File: config.mk
export PLATFORM = sky130hd
export DESIGN_NAME = rr_mux_arbiter
export DESIGN_NICKNAME = d
export VERILOG_FILES = /design/src/rtl/rr_mux_arbiter.sv
export SDC_FILE = /design/constraint.sdc
export NUM_CORES = 1
export LEC_CHECK = 0
export BUFFER_PORTS_ARGS = -buffer_cell sky130_fd_sc_hd__buf_2
export CAP_MARGIN = 20
export CELL_PAD_IN_SITES_DETAIL_PLACEMENT = 0
export CELL_PAD_IN_SITES_GLOBAL_PLACEMENT = 2
export CORE_ASPECT_RATIO = 0.8
export CORE_UTILIZATION = 30
export DETAILED_ROUTE_END_ITERATION = 7
export PLACE_DENSITY = 0.73
export SETUP_SLACK_MARGIN = 0.1
export SYNTH_ARGS = -nofsm -noshare
export SYNTH_HDL_FRONTEND = slang
export SYNTH_SLANG_ARGS = --single-unit
File: constraint.sdc
create_clock -name clk -period 2 [get_ports clk]
set_clock_uncertainty 0.2 [all_clocks]
set_input_delay 0.2 -clock clk [delete_from_list [all_inputs] [get_ports clk]]
set_output_delay 0.2 -clock clk [all_outputs]
set_load 0.02 [all_outputs]
File: src/rtl/rr_mux_arbiter.sv
// Four-way round-robin arbiter driving a shared 1-bit channel mux, with registered grant/select/valid.
// Optional burst limiting is compiled in with `define BURST_LIMIT_EN (MAX_BURST sets the per-grant cycle cap).
//
// state   | meaning
// --------+---------------------------------------------------------------
// ST_IDLE | no grant active; arbitrates on any request
// ST_GRANT| one requester owns the channel until its req drops (or burst cap)
module rr_mux_arbiter #(
  parameter int MAX_BURST = 4
) (
  input  logic       clk,
  input  logic       rst,
  input  logic [3:0] req,
  input  logic [3:0] i,
  output logic [3:0] grant,
  output logic [1:0] s,
  output logic       valid,
  output logic       y
);

  if (MAX_BURST < 2 || MAX_BURST > 16) begin : g_bad_max_burst
    $error("rr_mux_arbiter: MAX_BURST must be in 2..16");
  end

  typedef enum logic {
    ST_IDLE  = 1'b0,
    ST_GRANT = 1'b1
  } state_t;

  state_t      r_state;
  state_t      w_state_nxt;
  logic [3:0]  r_grant;
  logic [3:0]  w_grant_nxt;
  logic [1:0]  r_s;
  logic [1:0]  w_s_nxt;
  logic [1:0]  r_ptr;
  logic [1:0]  w_ptr_nxt;
  logic        r_valid;
  logic        w_valid_nxt;
  logic [3:0]  w_arb_req;
  logic        w_arb_any;
  logic [1:0]  w_win;
  logic [1:0]  w_idx;
  logic        w_take_win;
  logic        w_burst_end;

`ifdef BURST_LIMIT_EN
  localparam int CNT_W = $clog2(MAX_BURST);
  logic [CNT_W-1:0] r_cnt;
  logic [CNT_W-1:0] w_cnt_nxt;

  assign w_burst_end = (r_cnt == CNT_W'(MAX_BURST - 1));
`else
  assign w_burst_end = 1'b0;
`endif

  // The current owner is masked so a forced release can never re-pick it.
  assign w_arb_req = (r_state == ST_GRANT) ? (req & ~r_grant) : req;

  always_comb begin
    w_win     = r_ptr;
    w_arb_any = 1'b0;
    w_idx     = r_ptr;
    // Scan farthest-first so the closest set bit to ptr is the one left standing.
    for (int k = 3; k >= 0; k--) begin
      w_idx = r_ptr + 2'(k);
      if (w_arb_req[w_idx]) begin
        w_win     = w_idx;
        w_arb_any = 1'b1;
      end
    end
  end

  always_comb begin
    w_state_nxt = r_state;
    w_grant_nxt = r_grant;
    w_s_nxt     = r_s;
    w_valid_nxt = r_valid;
    w_ptr_nxt   = r_ptr;
    w_take_win  = 1'b0;

    case (r_state)
      ST_IDLE: begin
        if (w_arb_any) w_take_win = 1'b1;
      end
      ST_GRANT: begin
        if (!req[r_s]) begin
          if (w_arb_any) begin
            w_take_win = 1'b1;
          end else begin
            w_state_nxt = ST_IDLE;
            w_grant_nxt = 4'b0000;
            w_valid_nxt = 1'b0;
          end
        end else if (w_burst_end && w_arb_any) begin
          w_take_win = 1'b1;
        end
      end
    endcase

    if (w_take_win) begin
      w_state_nxt = ST_GRANT;
      w_grant_nxt = 4'b0001 << w_win;
      w_s_nxt     = w_win;
      w_valid_nxt = 1'b1;
      w_ptr_nxt   = w_win + 2'd1;
    end
  end

`ifdef BURST_LIMIT_EN
  always_comb begin
    w_cnt_nxt = r_cnt + CNT_W'(1);
    if (w_take_win || w_state_nxt != ST_GRANT || w_burst_end) w_cnt_nxt = '0;
  end
`endif

  always_ff @(posedge clk) begin
    if (rst) begin
      r_state <= ST_IDLE;
      r_grant <= 4'b0000;
      r_s     <= 2'b00;
      r_valid <= 1'b0;
      r_ptr   <= 2'b00;
`ifdef BURST_LIMIT_EN
      r_cnt   <= '0;
`endif
    end else begin
      r_state <= w_state_nxt;
      r_grant <= w_grant_nxt;
      r_s     <= w_s_nxt;
      r_valid <= w_valid_nxt;
      r_ptr   <= w_ptr_nxt;
`ifdef BURST_LIMIT_EN
      r_cnt   <= w_cnt_nxt;
`endif
    end
  end

  assign grant = r_grant;
  assign s     = r_s;
  assign valid = r_valid;
  assign y     = r_valid & i[r_s];

endmodule

==> flow_summary.json <==
{
  "final_cell_mix": "buf_2, buf_4, a21oi_1",
  "setup_viol": 0,
  "synthesis.area_um2": 726.9,
  "synth.distinct_cells": 39,
  "nets": 113,
  "cts_hold_buffers": 0,
  "rsz0062_at_grt": "no",
  "tightest_slew_ps": 337.3,
  "finalHoldViolCount": 0,
  "intPower_uw": 548.7,
  "drt-initial-drc-count": 20,
  "grt_pass1_vias": 605,
  "synth.avg_cell_area_um2": 9.565,
  "synth_warnings": 0,
  "tns_ps": 0,
  "power_frac_clock_pct": 21.2,
  "start_util_pct": 32.82,
  "grt_overflow": 0,
  "status": "finished with violations",
  "holdPathEnd": "s[0]",
  "reg2reg_setup_slack_ps": 170,
  "reg2reg_depth": 5,
  "p_switching_uw": 350.5,
  "yosys_most_used_dff": "dfxtp_1",
  "clk_pin_slew_ps": 70,
  "drive_gt1_share_pct": 52.94,
  "grt_antenna_before_repair": 0,
  "cp-end-kind": "output pin",
  "start_kind": "register",
  "r2r-end": "grant[0]",
  "required_ps": 1600,
  "relSlewSlack_pct": 77.51,
  "grt_pass1_wl_um": 2863,
  "wl_per_cell_um": 14.95,
  "hold_slack_ps": 25.67,
  "synth_edf_count": 0,
  "root_buffer": "clkbuf_4",
  "fp.dieW_um": 57.04,
  "async_flop_share_pct": 0,
  "layoutNonFillerInstCount": 127,
  "violations": "design-rule violations",
  "cts_tree": "built",
  "cts.sink_count": 10,
  "gp_congestion": 0.7302,
  "dpl.cell_count": 119,
  "hpwl_um": 1423,
  "cts.path.max_buffers": 2,
  "drt_first_pass_iters": 6,
  "yosys_register_bits": 10,
  "synth_nets": 86,
  "worstHoldPathCells": 2,
  "slew_violations": 0,
  "via_per_inst": 5.591,
  "hold_path.class": "input pin to register",
  "cts_buffers": 3,
  "worstReg2RegStart": "grant[3]",
  "grtUsageTotal_pct": 14.79,
  "num_rows": 15,
  "vdd_ir_drop_max_v": 0.0004045,
  "combPwrFrac_pct": 46.8,
  "synthCells": 76,
  "antenna_cells": 0,
  "worstHoldStart": "rst",
  "num_vias": 710,
  "place.port_buffers": 17,
  "die_y_um": 46.03,
  "drc": 4,
  "critical_path_class": "register to output pin",
  "final_common_cell": "buf_2",
  "power.density_nw_per_um2": 958.3,
  "path_max_fanout": 3,
  "htreeDepth": 1,
  "core_area_um2": 2215,
  "seqPwrFrac_pct": 32.0,
  "arrival_ps": 1450,
  "grt_start_max_net_pins": 12,
  "final_util_pct": 42.37,
  "clk_latency_ps": 270,
  "fmax_mhz": 540.0,
  "synth_sequential_area_ratio_pct": 27.54,
  "critical-path-slowest-cell": "mux4_1",
  "fin_area_um2": 938.4,
  "max-cap-violations": 0,
  "final.min_clock_period_ps": 1852,
  "syn2layout_area_growth_pct": 29.09,
  "antenna_left": 0,
  "leakage_nw": 0.3926,
  "place_area_um2": 842.1,
  "die-area_um2": 2625,
  "finalCritPeriodShare_pct": 92.59,
  "slowest_delay_ps": 530,
  "wirelength_um": 1899,
  "crit_chain": "mux4_1 > and2_1 > buf_4",
  "io_pins": 18,
  "sw_frac_of_total_pct": 38.98
}
[per-layer routing]
layer | up-vias | global-route usage (%) | part of all wire [%]
met5 | - | 0 | 0
met4 | 0 | 2.927 | 0
met3 | 0 | 5.398 | 5.4
met2 | 16 | 21.41 | 45
met1 | 341 | 21.03 | 49
li1 | 353 | - | -
[stage by stage]
stage               power, mW  worst slack, ps
finish                 0.8993            148.1
global route           0.9564            109.0
CTS                    0.8623            103.1
detailed placement     0.6707            43.71
global placement       0.6731            90.44
floorplan              0.5634            137.9
[power by group through the flow]
stage               clock [mW]  sequential, mW  combinational, mW
global placement             0           0.291              0.382
detailed placement           0           0.291              0.379
global route             0.204           0.294              0.458
floorplan                    0           0.306              0.257
finish                   0.190           0.288              0.421
CTS                      0.193           0.288              0.381
[kinds of logic after synthesis]
group / after synthesis / synth area share [%]
compound gates: 35 / 40.79
mux: 2 / 6.713
simple gates: 24 / 18.93
buf+inv: 5 / 6.022
flops: 10 / 27.54
[cell usage after synthesis, types with 2 or more instances]
cell type / number / area [um^2]
dfxtp_1: 10 / 200.2
o21ai_0: 3 / 15.01
o21bai_1: 2 / 15.01
nand4_1: 3 / 18.77
a21oi_1: 7 / 35.03
or2b_2: 4 / 35.03
a21bo_2: 3 / 30.03
nand2_1: 5 / 18.77
nor2_1: 4 / 15.01
o22ai_1: 2 / 12.51
a21boi_0: 2 / 15.01
buf_6: 2 / 22.52
nand3_1: 3 / 15.01
[sequential cells by signal, indices dropped and copies added, names as in the netlist]
name / count
r_ptr: 2
grant: 4
s: 2
r_state: 1
valid: 1
[worst max path at each step]
stage,slack [ps],startpoint,to
2_1_floorplan,140,s[1],s[1]
3_3_place_gp,90,r_state,r_ptr[1]
3_5_place_dp,40,r_state,grant[0]
4_1_cts,100,s[0],y
5_1_grt,110,grant[3],grant[0]
6_report,150,s[0],y
[final cells by class]
| cell class | instances | area, um^2 |
|---|---|---|
| well taps | 25 | 31.28 |
| flip-flops and latches | 10 | 211.5 |
| fillers | 228 | 1276 |
| multi-input cells | 62 | 510.5 |
| clock buffers | 4 | 36.28 |
| inverters | 1 | 3.754 |
| repair buffers | 25 | 145.1 |
[critical path: cells and delay by family, from the launching register on]
family / cells / cell delay [ps]
buffers and inverters: 1 / 150
and+or+nand+nor: 1 / 150
DFF: 1 / 360
muxes: 1 / 530
[what timing repair did]
| action | CTS | global route |
|---|---|---|
| pin swaps | 0 | 4 |
| setup buffers | 0 | 3 |
| setup endpoints to repair | 6 | 8 |
| gates cloned | 0 | 1 |
| endpoints found under the hold margin | 0 | 0 |
| resized for setup | 3 | 8 |
Power figures use the tool's default switching activity.
